## config.mk

```make
export PLATFORM = sky130hd
export DESIGN_NAME = spi_fsm
export DESIGN_NICKNAME = d
export VERILOG_FILES = /design/src/rtl/spi_fsm.sv
export SDC_FILE = /design/constraint.sdc
export NUM_CORES = 1
export LEC_CHECK = 0
export ABC_AREA = 1
export ABC_CLOCK_PERIOD_IN_PS = 1600
export CAP_MARGIN = 20
export CORE_MARGIN = 10
export CORE_UTILIZATION = 45
export DETAILED_ROUTE_END_ITERATION = 8
export DONT_BUFFER_PORTS = 1
export GPL_ROUTABILITY_DRIVEN = 1
export PLACE_DENSITY = 0.67
export SYNTH_ARGS = -nofsm -noshare
export SYNTH_HDL_FRONTEND = slang
export SYNTH_SLANG_ARGS = --single-unit
```

## constraint.sdc

```tcl
create_clock -name clk -period 1.6 [get_ports clk]
set_input_delay 0.32 -clock clk [delete_from_list [all_inputs] [get_ports clk]]
set_output_delay 0.32 -clock clk [all_outputs]
set_load 0.1 [all_outputs]
```

## src/rtl/spi_fsm.sv

```systemverilog
// spi_fsm: SPI memory transaction sequencer. It counts header and data bits
// and drives the address-latch, shift-register load, memory write and MISO
// enables.
// Define SPI_FSM_ERR_EN to add the protoErr output. protoErr pulses for one
// cycle when cs rises in the middle of a frame.
module spi_fsm #(
  parameter int WIDTH = 8,
  parameter int MEM_LATENCY = 1
) (
  input  logic clk,
  input  logic reset,
  input  logic cs,
  input  logic sclkPosEdge,
  input  logic sclkNegEdge,
  input  logic rwBit,
  output logic addrWE,
  output logic srWE,
  output logic dmWE,
  output logic misoBufE
`ifdef SPI_FSM_ERR_EN
  ,
  output logic protoErr
`endif
);
  localparam int CNT_MAX = WIDTH > 7 ? WIDTH : 7;
  localparam int CW = $clog2(CNT_MAX + 1);
  localparam logic [CW-1:0] BIT_LAST = CW'(WIDTH - 1);
  localparam logic [CW-1:0] LAT_LAST = CW'(MEM_LATENCY > 0 ? MEM_LATENCY - 1 : 0);

  typedef enum logic [3:0] {
    IDLE, GET_ADDR, GOT_ADDR, READ_WAIT, READ_LOAD,
    READ_SEND, WRITE_GET, WRITE_STORE, DONE
  } state_t;

  state_t state, stateNext;
  logic [CW-1:0] cnt, cntNext;

  // state and bit counter register; reset wins over everything
  always_ff @(posedge clk) begin
    if (reset) begin
      state <= IDLE;
      cnt <= '0;
    end else begin
      state <= stateNext;
      cnt <= cntNext;
    end
  end

  // next-state and counter logic; cs high aborts any active frame first
  always_comb begin
    stateNext = state;
    cntNext = cnt;
    if (state != IDLE && cs) begin
      stateNext = IDLE;
      cntNext = '0;
    end else begin
      case (state)
        IDLE: begin
          cntNext = '0;
          stateNext = cs ? IDLE : GET_ADDR;
        end
        GET_ADDR:
          if (sclkPosEdge) begin
            stateNext = cnt == BIT_LAST ? GOT_ADDR : GET_ADDR;
            cntNext = cnt == BIT_LAST ? '0 : cnt + 1'b1;
          end
        GOT_ADDR: begin
          cntNext = '0;
          stateNext = rwBit ? (MEM_LATENCY > 0 ? READ_WAIT : READ_LOAD) : WRITE_GET;
        end
        READ_WAIT: begin
          stateNext = cnt == LAT_LAST ? READ_LOAD : READ_WAIT;
          cntNext = cnt == LAT_LAST ? '0 : cnt + 1'b1;
        end
        READ_LOAD: begin
          cntNext = '0;
          stateNext = READ_SEND;
        end
        READ_SEND:
          if (sclkNegEdge) begin
            stateNext = cnt == BIT_LAST ? DONE : READ_SEND;
            cntNext = cnt == BIT_LAST ? '0 : cnt + 1'b1;
          end
        WRITE_GET:
          if (sclkPosEdge) begin
            stateNext = cnt == BIT_LAST ? WRITE_STORE : WRITE_GET;
            cntNext = cnt == BIT_LAST ? '0 : cnt + 1'b1;
          end
        WRITE_STORE: stateNext = DONE;
        DONE: stateNext = DONE;
        default: begin
          stateNext = IDLE;
          cntNext = '0;
        end
      endcase
    end
  end

  assign addrWE = state == GOT_ADDR;
  assign srWE = state == READ_LOAD;
  assign dmWE = state == WRITE_STORE;
  assign misoBufE = state == READ_SEND;

`ifdef SPI_FSM_ERR_EN
  // one-cycle pulse when a frame is cut short by cs rising
  always_ff @(posedge clk) protoErr <= !reset && cs && state != IDLE && state != DONE;
`endif
endmodule
```

---- Word-level counts from Yosys, hierarchy flattened ----
Cells that the tools add are included.
word-level totals
  flip-flop bits (word level) ............. 8
  input port bits ......................... 6
  word-level logic and storage cells ...... 41
cells by class
  $add $sub $neg .......................... 1
  equal/unequal tests ..................... 13
  multiplexer cells ....................... 15
  bitwise logic cells ..................... 1
  reduce and logical (&&, ||, !) cells .... 9
operator list
  operator               count
  $mux W4                8
  $pmux W4 S8            1
  $eq A4 B3 Y1 const B   5
  $pmux W4 S4            1
  $eq A4 B2 Y1 const B   2
  $logic_not A4 Y1       2
  $mux W3                2
  $ne A2 B2 Y1 const B   3
  $reduce_and A3 Y1      2
  $reduce_or A2 Y1       3
  $add A4 B1 Y4 const B  1
  $eq A4 B1 Y1 const B   1
  $eq A4 B4 Y1 const B   1
  $reduce_bool A4 Y1     1
  $mux W1                2
  $mux W2                1
  $ne A2 B1 Y1 const B   1
  $logic_and A1 B1 Y1    1
  $not A1 Y1             1

---- Longest topological paths before layout ----
  depth in word-level cells ............... 4
  gate-level depth with buffers ........... 10

---- Worst setup path after synthesis ----
OpenSTA, ideal clock, no wires.
  kind .................................... register to output
  from .................................... reg state[1]
  to ...................................... out addrWE
  arrival time ............................ 1901 ps
  data required time ...................... 1280 ps
  slack ................................... -621 ps
  stages on the path, launching flop included .. 5
  buffers on the path ..................... 0
  cell sequence ........................... dfxtp_1 -> inv_2 -> nor2_2 -> inv_1 -> nor2_1
on the way
  word-level cells in the longest chain between the ends .. 1
ends and longest elaborated chain
  what                    line  RTL
  start, declared         35    state_t state, stateNext;
  start signal, assigned  44    state <= stateNext;
  $eq A4 B2 Y1            99    assign addrWE = state == GOT_ADDR;
  end, declared           16    output logic addrWE,
Every way passes these cells.

---- Worst setup path after layout ----
  from .................................... reg state[2]
  to ...................................... out srWE
on the way
  word-level cells in the longest chain between the ends .. 1
ends and longest elaborated chain
  what           line  RTL
  $eq A4 B3 Y1   100   assign srWE = state == READ_LOAD;
  end, declared  17    output logic srWE,
Every way passes these cells.

==> impl_metrics.csv <==
group,metric,value,unit
cts,cts_tree,"yes",
die,initial_utilization,48.94,%
final_layout,regArea,166.4,um2
logic_synthesis,synth_seq_cells,8,
die,std_cell_rows,14,
drt,detail_route.drc_violations,0,
logic_synthesis,synth_top_area_share,21.23,%
sta,rsz0062_at_grt,"yes",
logic_synthesis,syn_area,754.5,um2
sta,drv_slew,0,
die,pin_count,10,
cts,cts.clk_slew.worst_paths,0.06,ns
cts,clockBufferDepth,2,
setup_path,crit_start,"state[2]$_SDFFE_PP0P_",
setup_path,crit_arrival,1.23,ns
place,portBuffers,0,
final_layout,area_growth_syn_to_layout,21.39,%
worst_hold_path,hp-class,"in2reg",
sta,finalCritPeriodShare,97.14,%
global_routing,overflow,0,
setup_path,crit_type,"reg2out",
cts,root_buffer,"clkbuf_4",
pwr,ir_worst_vdd,0.3880,mV
logic_synthesis,synthCells,122,
drt,vias_per_cell,5.054,
logic_synthesis,syn-num-nets,130,
worst_hold_path,min_from,"sclkPosEdge",
sta,maxSlewHeadroom,79.27,%
sta,fin_worst_hold_slack,0.2515,ns
pwr,p_leak,0.0004488,uW
global_routing,grtUsageTotal,9.710,%
die,die-height,60.95,um
sta,setup_viol,0,
cts,clk_latency,0.26,ns
setup_path,cp.required,1.28,ns
sta,clock-skew-final,0.01219,ns
final_layout,nets,141,
sta,fmax,643.4,MHz
worst_hold_path,min_to,"state[0]$_SDFFE_PP0P_",
global_routing,grt_pass1_wl,2849,um
logic_synthesis,seq_area_frac_synth,21.23,%
setup_path,end_kind,"output port",
global_routing,grt_max_degree,8,
pwr,p_per_area,579.3,mW/mm2
global_routing,antenna_found_initial,0,
setup_path,reg2reg_to,"cnt[0]$_SDFFE_PP0P_",
final_layout,multi_input_area,533.0,um2
cts,numCtsBuffers,3,
logic_synthesis,yosysWarnings,0,
place,dpl.hpwl,1341,um
logic_synthesis,syn_area_per_cell,6.184,um2
setup_path,rr_startpoint,"state[3]$_SDFFE_PP0P_",
place,place.gp.congestion,0.8205,
drt,initialDrtViolationCount,24,
logic_synthesis,ys_types,19,
job,max_cap_violations,0,
worst_hold_path,holdPathStages,3,
drt,ant_nets,0,
final_layout,layout_commonest_cell,"nand2_1",
final_layout,post-route-util,59.42,%
cts,cts-htree-levels,1,
die,design.core.area,0.001541,mm2
drt,vias,743,
sta,worst_slew_pin_slew,0.3107,ns
die,die_w,60.95,um
drt,wire_per_inst,11.12,um
logic_synthesis,synth_area_leaders,"dfxtp_1 21%, nand2_1 15%, nor2_1 8.0%",
setup_path,crit_fanout,4,
sta,finalHoldViolCount,0,
drt,first_pass_iters,4,
sta,fin_crit,1.554,ns
cts,clock-sinks,8,
drt,drt-total-wl,1634,um
logic_synthesis,synth_top_cell_by_area,"dfxtp_1",
setup_path,r2r_cells,9,
final_layout,layout-drive-gt1-share,33.59,%
global_routing,grt_pass1_vias,667,
final_layout,fill_cells,142,
outcome,status,"finished, final reports clean",
setup_path,crit_path_start_kind,"flip-flop",
final_layout,final_cell_mix,"30 x nand2_1, 15 x nor2_1, 13 x inv_1",
setup_path,ff2ff_setup_slack,0.16,ns
sta,setup_tns,0,ns
final_layout,antenna_cells,0,
die,die-area,0.003714,mm2
## worst max-delay path: stages (launching register included)
cell     delay [ns]
dfxtp_4        0.37
inv_2          0.06
nor2_4         0.17
nand2_1        0.12
inv_2          0.08
buf_12         0.16
## how the worst max path moves through the flow
stage	to	slack (ns)
after global placement	cnt[2]$_SDFFE_PP0P_	0.20
final	srWE	0.05
after CTS	addrWE	0.03
after floorplan	addrWE	-0.16
after global routing	misoBufE	-0.03
after detailed placement	cnt[2]$_SDFFE_PP0P_	0.22
## stage by stage
| step | area [um2] | total power (uW) | setup WS (ns) | cells |
|---|---|---|---|---|
| 5_1_grt | 915.9 | 566.9 | -0.02574 | 147 |
| 3_5_place_dp | 869.6 | 369.8 | 0.2250 | 143 |
| 3_3_place_gp | 869.6 | 366.7 | 0.1990 | 143 |
| 2_1_floorplan | 762.0 | 341.5 | -0.1603 | 122 |
| 4_1_cts | 895.9 | 533.5 | 0.02779 | 146 |
| 6_report | 915.9 | 530.6 | 0.04578 | 147 |
## area by class of cell
class                   instances  share of cell area [%]
multi-input cells              93                   58.20
clock buffers                   3                   2.459
inverters                      21                   8.607
well taps                      16                   2.186
flip-flops and latches          8                   18.17
repair buffers                  6                   10.38
## logic make-up (layout without fill, tap and decap cells)
logic type | count (synthesis) | in the layout | share of synthesized area (%)
adders and majority gates | 2 | 2 | 3.316
and+or+nand+nor | 82 | 82 | 55.89
DFF | 8 | 8 | 21.23
AOI/OAI and AO/OA | 8 | 8 | 7.961
xor gates and xnor gates | 1 | 1 | 1.161
buffers and inverters | 21 | 30 | 10.45
## cell usage after synthesis, drive strengths merged
master  count
a21oi       4
o21ai       2
o21bai      1
xor2        1
ha          2
dfxtp       8
inv        21
nand3      11
o211ai      1
nand4       2
nor2       27
nand2      40
nor3        2
## repair_timing
action	4_1_cts	5_1_grt
hold buffers	0	0
resized for setup	3	5
setup endpoints to repair	4	4
buffers inserted	0	1
pin swaps	0	1
cloned	0	0
## sequential cells by signal, summed over array words and instances (netlist names)
name / count
cnt: 4
state: 4
## routing by layer
layer  GRT usage, %  wire [um]  vias to the layer above
met4          4.702         32                        0
met5              0          0                        -
met2          14.56        732                       29
met3          3.132        149                        4
met1          12.16        719                      314
li1               -          -                      396
## report_power, final
group          internal, uW  leakage [uW]  switching (uW)  total [uW]
sequential              209     0.0000666            10.8         220
clock                  86.3     0.0000138            75.3         162
combinational          51.9      0.000368            96.9         149
No activity file was read; power rests on OpenSTA's default activity.
